===== src/rtl/lib_timer_pkg.sv =====
// Shared types and constants for the library seat timer.
package lib_timer_pkg;

  typedef enum logic [1:0] {
    CMD_NOP     = 2'b00,
    CMD_RESERVE = 2'b01,
    CMD_EXTEND  = 2'b10,
    CMD_RELEASE = 2'b11
  } cmd_op_e;

  localparam int HOURS_PER_DAY = 24;
  localparam int MIN_PER_HOUR  = 60;
  localparam int HOUR_W        = 5;
  localparam int MIN_W         = 6;

  // True when the hour/minute pair is a legal time of day.
  function automatic logic time_in_range(input logic [HOUR_W-1:0] h,
                                         input logic [MIN_W-1:0]  m);
    return (h < HOUR_W'(HOURS_PER_DAY)) && (m < MIN_W'(MIN_PER_HOUR));
  endfunction

endpackage


===== src/rtl/lib_seat_timer_seat_countdown.sv =====
// One seat channel: occupancy flag, remaining minutes and expiry pulse.
// Legality of commands is decided by the parent; this block only applies them.
module seat_countdown #(
  parameter int DUR_W = 8
) (
  input  logic             clk,
  input  logic             rst,
  input  logic             i_tick,
  input  logic             i_clear,
  input  logic             i_reserve,
  input  logic             i_extend,
  input  logic             i_release,
  input  logic [DUR_W-1:0] i_dur,
  output logic             o_busy,
  output logic             o_expire
);

  localparam logic [DUR_W:0] SAT_MAX = {1'b0, {DUR_W{1'b1}}};

  logic             r_busy;
  logic [DUR_W-1:0] r_remain;
  logic             r_expire;
  logic [DUR_W:0]   w_sum;
  logic [DUR_W-1:0] w_ext;

  // Saturating remain + dur for extend.
  always_comb begin
    w_sum = {1'b0, r_remain} + {1'b0, i_dur};
    if (w_sum > SAT_MAX) begin
      w_ext = {DUR_W{1'b1}};
    end else begin
      w_ext = w_sum[DUR_W-1:0];
    end
  end

  // Seat state: closing clear wins, then the minute decrement, then commands.
  always_ff @(posedge clk or posedge rst) begin
    if (rst) begin
      r_busy   <= 1'b0;
      r_remain <= '0;
      r_expire <= 1'b0;
    end else begin
      r_expire <= 1'b0;
      if (i_clear) begin
        r_busy   <= 1'b0;
        r_remain <= '0;
      end else if (i_tick) begin
        if (r_busy) begin
          if (r_remain <= DUR_W'(1)) begin
            r_busy   <= 1'b0;
            r_remain <= '0;
            r_expire <= 1'b1;
          end else begin
            r_remain <= r_remain - DUR_W'(1);
          end
        end
      end else if (i_reserve) begin
        r_busy   <= 1'b1;
        r_remain <= i_dur;
      end else if (i_extend) begin
        r_remain <= w_ext;
      end else if (i_release) begin
        r_busy   <= 1'b0;
        r_remain <= '0;
      end
    end
  end

  assign o_busy   = r_busy;
  assign o_expire = r_expire;

endmodule


===== src/rtl/lib_seat_timer.sv =====
// Library time-of-day clock with per-seat occupancy countdowns and closing clear.
module lib_seat_timer
  import lib_timer_pkg::*;
#(
  parameter int TICKS_PER_MIN = 60,
  parameter int N_SEATS       = 8,
  parameter int DUR_W         = 8,
  parameter int SEAT_W        = $clog2(N_SEATS)
) (
  input  logic               clk,
  input  logic               rst,
  input  logic               set_valid,
  input  logic [4:0]         set_hour,
  input  logic [5:0]         set_min,
  input  logic [4:0]         close_hour,
  input  logic               cmd_valid,
  output logic               cmd_ready,
  input  logic [1:0]         cmd_op,
  input  logic [SEAT_W-1:0]  cmd_seat,
  input  logic [DUR_W-1:0]   cmd_dur,
  output logic               cmd_err,
  output logic [N_SEATS-1:0] seat_busy,
  output logic [N_SEATS-1:0] expire_pulse,
  output logic               close_pulse,
  output logic [4:0]         hour,
  output logic [5:0]         min,
  output logic [10:0]        time_out
);

  localparam int PRE_W = (TICKS_PER_MIN > 2) ? $clog2(TICKS_PER_MIN) : 1;
  localparam logic [PRE_W-1:0] PRE_LAST = PRE_W'(TICKS_PER_MIN - 1);

  logic [PRE_W-1:0]  r_presc;
  logic [HOUR_W-1:0] r_hour;
  logic [MIN_W-1:0]  r_min;
  logic              r_close;
  logic              r_err;

  logic              w_min_tick;
  logic              w_set_ok;
  logic              w_set_bad;
  logic              w_tick;
  logic              w_close;
  logic [HOUR_W-1:0] w_next_hour;
  logic [MIN_W-1:0]  w_next_min;
  logic              w_cmd_fire;
  logic              w_seat_ok;
  logic              w_sel_busy;
  logic              w_cmd_bad;
  cmd_op_e           w_op;
  logic [N_SEATS-1:0] w_reserve_v;
  logic [N_SEATS-1:0] w_extend_v;
  logic [N_SEATS-1:0] w_release_v;
  logic [N_SEATS-1:0] w_busy_v;
  logic [N_SEATS-1:0] w_expire_v;
  logic [SEAT_W:0]    w_seat_ext;

  // Minute tick, time-load qualification and next time of day.
  always_comb begin
    w_min_tick = (r_presc == PRE_LAST);
    w_set_ok   = set_valid && time_in_range(set_hour, set_min);
    w_set_bad  = set_valid && !w_set_ok;
    // A valid time load restarts the minute, so it also suppresses this tick.
    w_tick     = w_min_tick && !w_set_ok;
    if (r_min == MIN_W'(MIN_PER_HOUR - 1)) begin
      w_next_min = '0;
      if (r_hour == HOUR_W'(HOURS_PER_DAY - 1)) begin
        w_next_hour = '0;
      end else begin
        w_next_hour = r_hour + HOUR_W'(1);
      end
    end else begin
      w_next_min  = r_min + MIN_W'(1);
      w_next_hour = r_hour;
    end
    // Closing only on a clock roll into close_hour:00, never on a load.
    w_close = w_tick && (w_next_min == '0) && (w_next_hour == close_hour);
  end

  // Command handshake and legality decode against the addressed seat.
  always_comb begin
    cmd_ready   = !w_min_tick;
    w_cmd_fire  = cmd_valid && cmd_ready;
    w_op        = cmd_op_e'(cmd_op);
    w_seat_ext  = {1'b0, cmd_seat};
    w_seat_ok   = (w_seat_ext < (SEAT_W+1)'(N_SEATS));
    w_reserve_v = '0;
    w_extend_v  = '0;
    w_release_v = '0;
    w_cmd_bad   = 1'b0;
    if (w_seat_ok) begin
      w_sel_busy = w_busy_v[cmd_seat];
    end else begin
      w_sel_busy = 1'b0;
    end
    if (w_cmd_fire) begin
      if (!w_seat_ok) begin
        w_cmd_bad = (w_op != CMD_NOP);
      end else begin
        case (w_op)
          CMD_RESERVE: begin
            if (w_sel_busy || (cmd_dur == '0)) begin
              w_cmd_bad = 1'b1;
            end else begin
              w_reserve_v[cmd_seat] = 1'b1;
            end
          end
          CMD_EXTEND: begin
            if (w_sel_busy) begin
              w_extend_v[cmd_seat] = 1'b1;
            end else begin
              w_cmd_bad = 1'b1;
            end
          end
          CMD_RELEASE: begin
            if (w_sel_busy) begin
              w_release_v[cmd_seat] = 1'b1;
            end else begin
              w_cmd_bad = 1'b0;
            end
          end
          CMD_NOP: w_cmd_bad = 1'b0;
          default: w_cmd_bad = 1'b0;
        endcase
      end
    end else begin
      w_cmd_bad = 1'b0;
    end
  end

  // Prescaler, time of day, and the registered error / closing pulses.
  always_ff @(posedge clk or posedge rst) begin
    if (rst) begin
      r_presc <= '0;
      r_hour  <= '0;
      r_min   <= '0;
      r_close <= 1'b0;
      r_err   <= 1'b0;
    end else begin
      r_err   <= w_set_bad || w_cmd_bad;
      r_close <= w_close;
      if (w_set_ok) begin
        r_hour  <= set_hour;
        r_min   <= set_min;
        r_presc <= '0;
      end else if (w_min_tick) begin
        r_hour  <= w_next_hour;
        r_min   <= w_next_min;
        r_presc <= '0;
      end else begin
        r_presc <= r_presc + PRE_W'(1);
      end
    end
  end

  genvar g;
  generate
    for (g = 0; g < N_SEATS; g++) begin : g_seat
      seat_countdown #(.DUR_W(DUR_W)) u_seat (
        .clk       (clk),
        .rst       (rst),
        .i_tick    (w_tick),
        .i_clear   (w_close),
        .i_reserve (w_reserve_v[g]),
        .i_extend  (w_extend_v[g]),
        .i_release (w_release_v[g]),
        .i_dur     (cmd_dur),
        .o_busy    (w_busy_v[g]),
        .o_expire  (w_expire_v[g])
      );
    end
  endgenerate

  assign seat_busy    = w_busy_v;
  assign expire_pulse = w_expire_v;
  assign close_pulse  = r_close;
  assign cmd_err      = r_err;
  assign hour         = r_hour;
  assign min          = r_min;
  assign time_out     = {r_hour, r_min};

endmodule


===== config.mk =====
export PLATFORM = sky130hd
export DESIGN_NAME = lib_seat_timer
export DESIGN_NICKNAME = d
export VERILOG_FILES = /design/src/rtl/lib_timer_pkg.sv /design/src/rtl/lib_seat_timer_seat_countdown.sv /design/src/rtl/lib_seat_timer.sv
export SDC_FILE = /design/constraint.sdc
export NUM_CORES = 1
export LEC_CHECK = 0
export CAP_MARGIN = 20
export CORE_UTILIZATION = 55
export DETAILED_ROUTE_END_ITERATION = 10
export GPL_TIMING_DRIVEN = 0
export PLACE_DENSITY = 0.78
export SYNTH_ARGS = -nofsm -noshare
export SYNTH_HDL_FRONTEND = slang
export SYNTH_SLANG_ARGS = --single-unit

===== constraint.sdc =====
create_clock -name clk -period 3.1 [get_ports clk]
set_clock_uncertainty 0.1 [all_clocks]
set_input_delay 0.465 -clock clk [delete_from_list [all_inputs] [get_ports clk]]
set_output_delay 0.465 -clock clk [all_outputs]
set_load 0.005 [all_outputs]

==> impl.org <==
** Drt
- Routed len/inst :: between 20 and 25 µm
- Via count :: roughly 11,000
- For this run, the detailed router's first-pass iteration total came to 7.
- Count of routing violations after the opening detailed-route iteration :: ~1,400
- Drt total wl :: ~37,000 µm
- Count of nets left with antenna violations after detail routing :: 0
- Drt drc :: 0
- After detailed routing, the number of vias per cell comes to 6.72.

** Timing
- Highest Clock Rate :: 328 MHz
- Fin Setup TNS :: 0 ns
- Final critical path time including I/O delays and setup :: 3.05 ns
- The worst pin sits at a relative slew slack of 0.416.
- Final period util :: 0.985
- Setup violations remaining at the end of the flow were counted as 0.
- Final hold violation count :: 0
- Final max-slew violation count :: 0
- Setup ws final :: 0.0474 ns
- Tightest Pin Transition :: 0.870 ns

** Setup path
- Crit path capture type :: flop
- For the worst setup path, the data required time is 3.28 ns.
- The setup path with the least slack is of type in -> reg.
- STA classifies the critical path startpoint as an input pin.
- Critical Path Fanout Max :: 11
- Critical path launch point :: set_min[3]
- At the worst endpoint, the arrival time is 3.24 ns.
- The worst register-to-register path begins at r_presc[0].

** Pwr
- Of the total power, the clock network draws 0.202.
- Of the total power, the share spent switching nets is 0.428.
- VDD IR-drop max :: 0.000405 V
- In this run the static leakage power is 0.00514 µW.
- Share of total power in sequential cells :: 0.317
- Pwr Density :: about 490 mW/mm²
- The share of total power dissipated in combinational logic is 0.481.
- Cell Int Power :: 3430 µW
- NetSw :: 2560 µW

** Hold path
- Class of the worst hold path :: in -> async

** CTS
- The H-tree was split into 3 levels.
- CTS root buf :: sky130_fd_sc_hd__clkbuf_16
- Total clock sinks :: 99
- Clock latency at the later pin of the worst-skew pair :: 0.37 ns
- Clock slew at reported path FFs :: approximately 0.070 ns
- TritonCTS built the clock tree.
- Hold bufs inserted after CTS :: 0
- Max Root-Sink Buffers :: 2
- Number of buffers created by CTS :: 9

** Layout
- Count of filler cells inserted in the layout :: 1,686
- Antenna diode instance count :: 0
- The finished layout holds about 1,700 standard cells, fillers aside.
- Area of the multi-input gates :: about 0.0076 mm²
- Most common cell after layout, fill and taps aside :: sky130_fd_sc_hd__a21oi_1
- Across the whole layout, storage elements account for 0.00248 mm².
- Commonest cells after routing, fill and taps aside :: sky130_fd_sc_hd__a21oi_1, sky130_fd_sc_hd__nor2_1, sky130_fd_sc_hd__dfrtp_1
- In the final design database the tool counted ~1,600 nets.
- From synthesis to final layout, the design area changed by 14.3%.
- In the final layout, the share of cells above drive strength 1 is 0.105.

** Job
- Max-cap violations :: 0

** Die
- Starting utilization of the core area :: 0.567
- The initialized floorplan defines 50 standard-cell rows.
- Core ar. :: 0.0190 mm²
- 74 I/O pins were placed.
- The die is 142 µm wide.
- Overall die height :: 142 µm
- The die covers ~0.02 mm².

** Yosys
- The mapped netlist covers around 0.011 mm².
- Proportion of register bits with asynchronous set or reset after synthesis :: 1.00
- Synth unique cells :: 86
- The cell count after synthesis came out at 1,341.
- Prevailing post-synth register cell :: sky130_fd_sc_hd__dfrtp_1
- Number of storage elements in the synthesis netlist :: 99
- Syn. warnings :: 0
- After synthesis, the mean cell area works out to 8.02 µm².
- Synth Net Count :: between 1,000 and 1,500
- Of the synthesized area, sequential elements account for 0.230.
- Counting flops with a built-in enable in the synthesized netlist gives 0.

** Global routing
- Entering global routing, the biggest net connects 36 pins.
- Initial antenna violation count :: 1
- For this run the aggregate overflow at the end of global routing stands at 0.
- Number of global-route vias before repair :: 10,600
- GR Util All Layers :: 0.375
- The first global-routing pass estimated 58,500 µm of wire.

** Place
- GPL Wtd Cong :: between 1 and 1.5
- Number of buffer cells added on primary ports :: 72
- Including well taps, the total number of placed cells is 1,677.
- Once detailed placement completed, the half-perimeter wirelength came to 26,700 µm.
- Worst-case setup slack after placement :: -1.58 ns

** Outcome
- Status :: finished, final reports clean
==> power by group through the flow <==
stage,sequential [µW],combinational [µW],clock (µW)
after floorplan,1780,2100,0
after global placement,1900,2700,0
after detailed placement,1900,2790,0
after CTS,1880,2820,1200
after global routing,1940,3180,1260
final,1900,2880,1210
==> path summary, 6_finish.rpt <==
check	endpoint	cells after the start	slack, ns
hold reg to reg	r_presc[0]	1	0.36
min in group clk	r_presc[0]	1	0.36
setup / recovery	g_seat[4].u_seat.o_expire	7	0.05
setup reg to reg	g_seat[4].u_seat.o_expire	8	0.08
hold / removal	g_seat[2].u_seat.r_remain[1]	2	0.34
max in group asynchronous	g_seat[5].u_seat.o_busy	4	1.87
==> per-layer routing <==
metal	up-vias	wire length [µm]	GRT usage
li1	5258	-	-
met1	5413	15400	0.516
met2	629	16300	0.575
met3	122	3680	0.0705
met4	2	1410	0.162
met5	-	13	0
==> state kept, by name, indices dropped and copies added (netlist names) <==
name,flops
g_seat.u_seat.r_remain,64
g_seat.u_seat.o_busy,8
g_seat.u_seat.o_expire,8
min,6
r_presc,6
hour,5
close_pulse,1
cmd_err,1
==> Yosys cell counts, types with 21 or more instances <==
library cell               instances  area, µm²
sky130_fd_sc_hd__nor2b_1          24        150
sky130_fd_sc_hd__inv_1            45        169
sky130_fd_sc_hd__nor2_1          122        458
sky130_fd_sc_hd__nand2_1          97        364
sky130_fd_sc_hd__dfrtp_1          99       2480
sky130_fd_sc_hd__a21oi_1         129        646
sky130_fd_sc_hd__a211oi_1         27        203
sky130_fd_sc_hd__nand3_1          41        205
sky130_fd_sc_hd__ha_1             83       1040
sky130_fd_sc_hd__xnor2_1          31        272
sky130_fd_sc_hd__buf_2            21        105
sky130_fd_sc_hd__buf_4            36        270
sky130_fd_sc_hd__xor2_1           21        184
sky130_fd_sc_hd__and3_1           23        144
sky130_fd_sc_hd__o21ai_0          83        415
sky130_fd_sc_hd__nor3_1           63        315
==> timing repair <==
item	in CTS	in global routing
pin swaps	1	4
gates resized for setup	27	25
setup buffers	4	6
setup endpoints to repair	75	78
==> layout make-up <==
cell class,instances,share of cell area
Sequential cell,99,0.202
Clock inverter,6,0.00509
Tap cell,260,0.0265
Multi-Input combinational cell,1116,0.622
Buffer,79,0.0415
Inverter,45,0.0144
Timing Repair Buffer,86,0.0691
Clock buffer,10,0.0195
==> cells by family (layout without fill, tap and decap cells) <==
group / count (synthesis) / in the layout / synth area share
flip-flops: 99 / 99 / 0.230
multiplexers: 17 / 17 / 0.0159
adder cells (fa/ha/maj): 91 / 91 / 0.111
AND/OR/NAND/NOR: 509 / 509 / 0.257
AO/OA/AOI/OAI: 447 / 447 / 0.281
buffers and inverters: 126 / 226 / 0.0618
XOR/XNOR: 52 / 52 / 0.0424
==> critical path, stage by stage <==
cell	delay, ns
sky130_fd_sc_hd__clkdlybuf4s50_1	0.48
sky130_fd_sc_hd__nand4_1	0.17
sky130_fd_sc_hd__nand3_1	0.36
sky130_fd_sc_hd__nand2_1	0.43
sky130_fd_sc_hd__clkbuf_2	0.45
sky130_fd_sc_hd__nor2_2	0.57
sky130_fd_sc_hd__and3_1	0.30
==> per-stage QoR <==
step	hold WS, ns	total power, µW	cell area (µm²)	util
floorplan	0.333	3880	10800	-
global placement	0.350	4600	11800	0.623
detailed placement	0.355	4690	11900	0.626
CTS	0.343	5900	12200	0.645
global route	0.379	6370	12300	0.648
finish	0.339	5990	12300	0.648
Note: power is estimated with default switching activity, not from simulation.
